File: src/rtl/rf_write_arbiter.sv
// Register-file write-port arbiter: the pipeline writeback stage always has priority, and MUL/DIV
// results wait in a one-entry buffer until a free slot appears or starvation stalls the pipe.
module rf_write_arbiter #(
    parameter int unsigned DATA_WIDTH   = 32,
    parameter int unsigned ADDR_WIDTH   = 5,
    parameter int unsigned STARVE_LIMIT = 4
) (
    input  logic                  i_clk,
    input  logic                  i_reset,

    input  logic                  i_wb_write_enable,
    input  logic [ADDR_WIDTH-1:0] i_wb_write_addr,
    input  logic [DATA_WIDTH-1:0] i_wb_write_data,

    input  logic                  i_md_valid,
    input  logic [ADDR_WIDTH-1:0] i_md_addr,
    input  logic [DATA_WIDTH-1:0] i_md_data,
    output logic                  o_md_ready,

    input  logic                  i_issue_md,
    input  logic [ADDR_WIDTH-1:0] i_issue_rd,
    input  logic [ADDR_WIDTH-1:0] i_check_addr1,
    input  logic [ADDR_WIDTH-1:0] i_check_addr2,
    input  logic [ADDR_WIDTH-1:0] i_check_rd,
    output logic                  o_hazard_stall,
    output logic                  o_pipe_stall,

    output logic                  o_rf_write_enable,
    output logic [ADDR_WIDTH-1:0] o_rf_write_addr,
    output logic [DATA_WIDTH-1:0] o_rf_write_data
);

    localparam int unsigned NUM_REGS  = 1 << ADDR_WIDTH;
    localparam int unsigned CNT_WIDTH = $clog2(STARVE_LIMIT + 1);

    localparam logic [1:0] StEmpty = 2'd0;
    localparam logic [1:0] StHold  = 2'd1;
    localparam logic [1:0] StForce = 2'd2;

    logic [1:0]            r_state;
    logic [CNT_WIDTH-1:0]  r_cnt;
    logic [ADDR_WIDTH-1:0] r_buf_addr;
    logic [DATA_WIDTH-1:0] r_buf_data;
    logic [NUM_REGS-1:0]   r_busy;

    logic [1:0]            w_state_next;
    logic [CNT_WIDTH-1:0]  w_cnt_next;
    logic [CNT_WIDTH-1:0]  w_cnt_inc;
    logic [ADDR_WIDTH-1:0] w_buf_addr_next;
    logic [DATA_WIDTH-1:0] w_buf_data_next;
    logic [NUM_REGS-1:0]   w_busy_next;
    logic                  w_slot_free;
    logic                  w_buf_full;
    logic                  w_drain;
    logic                  w_accept;

    // Writes to x0 are architecturally dead, so such a WB cycle can carry the buffered result.
    assign w_slot_free = !i_wb_write_enable || (i_wb_write_addr == '0);
    assign w_buf_full  = (r_state == StHold) || (r_state == StForce);
    assign w_drain     = w_buf_full && w_slot_free && !i_reset;
    assign w_accept    = (r_state == StEmpty) && i_md_valid && !i_reset;
    assign w_cnt_inc   = r_cnt + CNT_WIDTH'(1);

    always_comb begin
        w_state_next    = r_state;
        w_cnt_next      = r_cnt;
        w_buf_addr_next = r_buf_addr;
        w_buf_data_next = r_buf_data;
        case (r_state)
            StEmpty: begin
                if (w_accept && (i_md_addr != '0)) begin
                    w_state_next    = StHold;
                    w_cnt_next      = '0;
                    w_buf_addr_next = i_md_addr;
                    w_buf_data_next = i_md_data;
                end
            end
            StHold: begin
                if (w_slot_free) begin
                    w_state_next = StEmpty;
                end else begin
                    w_cnt_next = w_cnt_inc;
                    if (w_cnt_inc == CNT_WIDTH'(STARVE_LIMIT)) begin
                        w_state_next = StForce;
                    end
                end
            end
            StForce: begin
                if (w_slot_free) begin
                    w_state_next = StEmpty;
                end
            end
            default: begin
                w_state_next = StEmpty;
            end
        endcase
    end

    // A fresh issue to the register being drained must win, so the set is applied last.
    always_comb begin
        w_busy_next = r_busy;
        if (w_drain) begin
            w_busy_next[r_buf_addr] = 1'b0;
        end
        if (i_issue_md && (i_issue_rd != '0)) begin
            w_busy_next[i_issue_rd] = 1'b1;
        end
        w_busy_next[0] = 1'b0;
    end

    always_ff @(posedge i_clk) begin
        if (i_reset) begin
            r_state    <= StEmpty;
            r_cnt      <= '0;
            r_buf_addr <= '0;
            r_buf_data <= '0;
            r_busy     <= '0;
        end else begin
            r_state    <= w_state_next;
            r_cnt      <= w_cnt_next;
            r_buf_addr <= w_buf_addr_next;
            r_buf_data <= w_buf_data_next;
            r_busy     <= w_busy_next;
        end
    end

    always_comb begin
        o_rf_write_enable = 1'b0;
        o_rf_write_addr   = '0;
        o_rf_write_data   = '0;
        if (!i_reset) begin
            if (!w_slot_free) begin
                o_rf_write_enable = 1'b1;
                o_rf_write_addr   = i_wb_write_addr;
                o_rf_write_data   = i_wb_write_data;
            end else if (w_buf_full) begin
                o_rf_write_enable = 1'b1;
                o_rf_write_addr   = r_buf_addr;
                o_rf_write_data   = r_buf_data;
            end
        end
    end

    assign o_md_ready     = (r_state == StEmpty) && !i_reset;
    assign o_pipe_stall   = (r_state == StForce) && !i_reset;
    assign o_hazard_stall = r_busy[i_check_addr1] | r_busy[i_check_addr2] | r_busy[i_check_rd];

endmodule

File: config.mk
export PLATFORM = sky130hd
export DESIGN_NAME = rf_write_arbiter
export DESIGN_NICKNAME = d
export VERILOG_FILES = /design/src/rtl/rf_write_arbiter.sv
export SDC_FILE = /design/constraint.sdc
export NUM_CORES = 1
export LEC_CHECK = 0
export ABC_AREA = 1
export CAP_MARGIN = 20
export CORE_MARGIN = 1
export CORE_UTILIZATION = 51
export CTS_CLUSTER_SIZE = 25
export DETAILED_ROUTE_END_ITERATION = 12
export HOLD_SLACK_MARGIN = 0.08
export MAX_ROUTING_LAYER = met4
export PLACE_DENSITY = 0.86
export SKIP_CTS_REPAIR_TIMING = 1
export SLEW_MARGIN = 30
export SYNTH_ARGS = -nofsm -noshare
export SYNTH_HDL_FRONTEND = slang
export SYNTH_SLANG_ARGS = --single-unit
File: constraint.sdc
create_clock -name i_clk -period 3.29 [get_ports i_clk]
set_input_delay 0.987 -clock i_clk [delete_from_list [all_inputs] [get_ports i_clk]]
set_output_delay 0.987 -clock i_clk [all_outputs]
set_load 0.1 [all_outputs]
=== Word level (Yosys, flattened, before mapping) ===
Index checks and enable logic that the tools add are counted.

* Output and inout bits: 41
* Input port bits: 99
* Register bits after elaboration: 74
* Logic and storage cells: 77
* Memories kept: 0
* Latch bits: 0
* Bits in writable memories: 0
* ROM bits: 0

* Multiplexer cells: 29
* Equal/unequal tests: 7
* Divide/modulo/power cells: 0
* $mul: 0
* Shift-type cells: 0
* Reductions and logical operators: 22
* Magnitude comparators: 7
* Bitwise gates (word level): 5
* $add $sub $neg: 1

{| class="wikitable"
|+ Operator list
! cell !! count
|-
| 2-to-1 mux 32 bit || 5
|-
| bitwise AND 32 bit || 1
|-
| NOT 32 bit || 1
|-
| bitwise OR 32 bit || 1
|-
| < comparator 5 x 6 -> 1 bit (second input constant) || 5
|-
| binary-select mux 1 bit (select 5 bit) || 3
|-
| 2-to-1 mux 5 bit || 3
|-
| demux 1 bit (select 5 bit) || 2
|-
| >= comparator 5 x 1 -> 1 bit (second input constant) || 2
|-
| logical AND 1 bit || 10
|-
| nonzero test 5 bit || 2
|-
| 2-to-1 mux 1 bit || 8
|-
| 2-to-1 mux 2 bit || 4
|-
| 2-to-1 mux 3 bit || 2
|-
| inequality test 2 bit (second input constant) || 3
|-
| case mux 2 bit (3 select lines) || 1
|-
| case mux 3 bit (2 select lines) || 1
|-
| AND reduction 3 bit || 2
|-
| logical NOT 5 bit || 1
|-
| adder 3 x 1 -> 3 bit (second input constant) || 1
|-
| == test 3 bit (second input constant) || 1
|-
| inequality test 3 x 2 -> 1 bit (second input constant) || 1
|-
| == test 2 x 1 -> 1 bit (second input constant) || 1
|-
| == test 2 bit (second input constant) || 1
|-
| other kinds (6) || 9
|}

=== Longest topological paths before layout ===
* Depth in word-level cells: 9
* Depth in mapped cells: 11

=== Worst setup path before layout ===
Ideal clock, no wire load.

* Path type: input port to output port
* Start point: in i_wb_write_addr[0]
* End point: out o_rf_write_addr[0]
* Data arrival time: 3.645 ns
* Stages on the path: 6
* Path slack: -1.342 ns
* Path through: nor2_1 > nand3_1 > nand2_2 > nand3_4 > clkbuf_2 > o21ai_0

* Longest elaborated chain between the ends: 4

{| class="wikitable"
|+ RTL lines
! item !! RTL line !! source
|-
| start: declaration || 12 || <nowiki>input logic [ADDR_WIDTH-1:0] i_wb_write_addr,</nowiki>
|-
| logical NOT 5 bit || 58 || <nowiki>assign w_slot_free = !i_wb_write_enable || (i_wb_write_addr == '0);</nowiki>
|-
| logical OR 1 bit || 58 ||
|-
| 2-to-1 mux 5 bit (*) || 132 || <nowiki>if (!w_slot_free) begin</nowiki>
|-
| 2-to-1 mux 5 bit (*) || 131 || <nowiki>if (!i_reset) begin</nowiki>
|-
| end: declaration || 29 || <nowiki>output logic [ADDR_WIDTH-1:0] o_rf_write_addr,</nowiki>
|}

Every way passes the cells marked *; elsewhere a longest branch is shown, timed or not.

=== Final worst setup path ===
* Start point: in i_wb_write_addr[3]
* End point: out o_rf_write_data[25]

* Longest elaborated chain between the ends: 4

{| class="wikitable"
|+ RTL lines
! item !! RTL line !! source
|-
| logical NOT 5 bit || 58 ||
|-
| logical OR 1 bit || 58 ||
|-
| 2-to-1 mux 32 bit || 132 ||
|-
| 2-to-1 mux 32 bit || 131 ||
|-
| end: declaration || 30 || <nowiki>output logic [DATA_WIDTH-1:0] o_rf_write_data</nowiki>
|}

Every way passes these cells.

==> impl_metrics.csv <==
group,metric,value,unit
status,status,"completed",
synthesis,synthTopCellsByArea,"dfxtp_1 (32%), nand2_1 (16%), nand3_1 (9.3%)",
critical_path,cp.arrival,2260,ps
global_route,grt.total_usage,0.378,
global_route,grt_use_met2,0.622,
clock_tree,clk-insertion-delay-late,350,ps
drt,wire_per_inst,18.0,um
finish,area_delta_synth_final,52.1,%
global_route,grt_pass1_wl,27.6,mm
synthesis,ys.flop_type,"dfxtp_1",
critical_path,path_class,"in2out",
critical_path,reg2reg_depth,8,
finish,drive_above_1_share,0.170,
place,placed_area,0.00662,mm2
power,p_leak,3.05,nW
worst_hold_path,hp-class,"reg2reg",
global_route,grt-ovfl-total,0,
finish,fillers,603,
timing,hold_slack,485,ps
critical_path,critPathMaxStageDelay,180,ps
critical_path,critPathBufInv,4,
place,gp_congestion,0.966,
power,p_int,1.90,mW
critical_path,cp-end-kind,"output pin",
timing,rsz0062_at_grt,"false",
global_route,antenna_found_initial,0,
drt,routed_wl,17.7,mm
place,portBuffers,139,
timing,finalWorstSetupSlack,40.4,ps
critical_path,reg2reg_slack,1310,ps
synthesis,synthArstFlopShare,0,
global_route,grt_pass1_vias,5589,
clock_tree,cts_num_sinks,73,
floorplanning,initial_utilization,0.525,
floorplanning,coreArea,0.00872,mm2
drt,ant_nets,0,
synthesis,yosysWarnings,0,
timing,finalMaxSlewViolations,0,
synthesis,synthCells,726,
clock_tree,cts_root_buf,"clkbuf_8",
timing,hold_viol_final,0,
synthesis,ys_ff_latch,73,
finish,num-nets-final,972,
power,powerDensity,464,mW/mm2
timing,worst-slew-pin-transition,675,ps
timing,finClkSkew,5.97,ps
clock_tree,clk_path_buf_depth,2,
timing,period_share,0.988,
floorplanning,io_pins,140,
power,vdd_drop_max,0.000490,V
job,drv_cap,0,
critical_path,cp-start-kind,"input port",
synthesis,yosys.area.top_type_share,0.319,
finish,stdcell_area,0.00696,mm2
worst_hold_path,holdPathStages,2,
synthesis,seq_area_frac_synth,0.319,
floorplanning,num_rows,34,
critical_path,crit_required,2300,ps
clock_tree,clkTransAtPathRegs,80,ps
critical_path,path_cells,"dlymetal6s2s_1 -> nor2_1 -> nand3_2 -> nand2_2 -> nand3_4 -> inv_6 -> clkbuf_16 -> a32o_2 -> buf_12",
global_route,use_met3,0.0484,
floorplanning,die_x,96.7,um
drt,initialDrtViolationCount,411,
critical_path,path_delay_family,"buffers and inverters",
critical_path,path_max_fanout,8,
finish,n_antenna_cell,0,
synthesis,synth_area,0.00458,mm2
drt,first_pass_iters,6,
floorplanning,dieArea,0.00936,mm2
power,p_switching,1.34,mW
power,p_clk_frac,0.218,
critical_path,crit_cells,9,
synthesis,synth_common_cells,"nand2_1 (197), nor2_1 (105), nand3_1 (85), dfxtp_1 (73), o21ai_0 (70)",
timing,fmax,308,MHz
synthesis,syn_nets,831,
critical_path,cpMaxStageDelayCell,"nor2_1",
place,place_ws,-194,ps
drt,vias,5689,
timing,period_needed,3250,ps
global_route,grt_max_degree,42,
drt,drt-vias-per-instance,5.81,
clock_tree,tritoncts,"built",
floorplanning,dieHeight,96.7,um
synthesis,synth_edf_count,0,
drt,drc,0,
power,power_frac_seq,0.329,
timing,final-setup-viol-count,0,
synthesis,synth_area_per_cell,6.30,um2
timing,timing.slew.headroom,0.549,
synthesis,synth_top_cell_by_area,"dfxtp_1",
place,dpl.hpwl,12.8,mm
power,swShare,0.414,
clock_tree,cts_buffers,9,
synthesis,yosysMostFrequentCell,"nand2_1",
synthesis,synth_cell_types,28,
global_route,grt-busiest-layer,"met2",
global_route,gr-usage-met1,0.463,
power,pwr-share-comb,0.453,
clock_tree,h-tree-depth,3,
-- through the flow --
stage	setup TNS, ps	utilization	power, mW	instances
6_report	0	0.798	3.23	980
5_1_grt	0	0.798	3.37	980
2_1_floorplan	-1140	-	1.96	726
3_5_place_dp	-5960	0.759	2.47	961
3_3_place_gp	-4230	0.759	2.42	961
4_1_cts	-6220	0.781	3.17	977
-- metal layers --
layer,vias to the layer above,share of wire
li1,2690,-
met1,2631,0.40
met2,297,0.48
met3,71,0.078
met4,0,0.045
met5,-,0
-- sequential cells by signal, summed over array words and instances, names as in the netlist --
register / flops
r_state: 2
r_busy: 31
r_cnt: 3
r_buf_addr: 5
r_buf_data: 32
-- worst min-delay path: stages, from the launching register on --
cell and delay, ps:
dfxtp_1 310, o21ai_0 70, a21oi_1 60
-- power groups by stage --
stage	Sequential, mW	Combinational, mW	Clock (mW)
after floorplan	1.05	0.906	0
after global placement	1.07	1.35	0
after global routing	1.07	1.56	0.744
after detailed placement	1.08	1.39	0
after CTS	1.06	1.40	0.706
final	1.06	1.46	0.705
-- final cells by class --
| cell class | instances | area (um2) | share of cell area |
|---|---|---|---|
| well taps | 108 | 135 | 0.0194 |
| inverters | 59 | 231 | 0.0332 |
| multi-input cells | 552 | 2730 | 0.392 |
| repair buffers | 172 | 2210 | 0.317 |
| clock buffers | 10 | 128 | 0.0183 |
| flip-flops and latches | 73 | 1460 | 0.210 |
| clock inverters | 6 | 67.6 | 0.00970 |
-- cell usage in the layout, fill, tap and decap left out, types with 2 or more instances in the layout --
master / instances
a21oi_1: 41
a32o_2: 32
buf_12: 46
buf_4: 20
buf_6: 6
clkbuf_16: 2
clkbuf_8: 9
clkdlybuf4s50_1: 83
clkinvlp_4: 2
dfxtp_1: 73
dlymetal6s2s_1: 15
ha_1: 6
inv_1: 48
inv_2: 8
inv_4: 2
inv_6: 2
nand2_1: 196
nand2_2: 4
nand3_1: 81
nand3_2: 4
nor2_1: 104
o21ai_0: 65
o21ai_1: 5
o21ai_4: 3
-- path summary, 6_finish.rpt --
path | startpoint | endpoint
setup / recovery | i_wb_write_addr[3] | o_rf_write_data[25]
hold / removal | r_busy[2] | r_busy[2]
setup reg to reg | r_state[0] | r_buf_data[23]
hold reg to reg | r_busy[2] | r_busy[2]
-- logic make-up (layout without fill, tap and decap cells) --
| logic type | count (synthesis) | in the layout | share of synthesized area |
|---|---|---|---|
| DFF | 73 | 73 | 0.319 |
| AOI/OAI and AO/OA | 150 | 150 | 0.203 |
| buffers and inverters | 101 | 247 | 0.106 |
| and+or+nand+nor | 395 | 395 | 0.354 |
| xor gates and xnor gates | 1 | 1 | 0.00191 |
| adders and majority gates | 6 | 6 | 0.0164 |
Power figures use the tool's default switching activity.
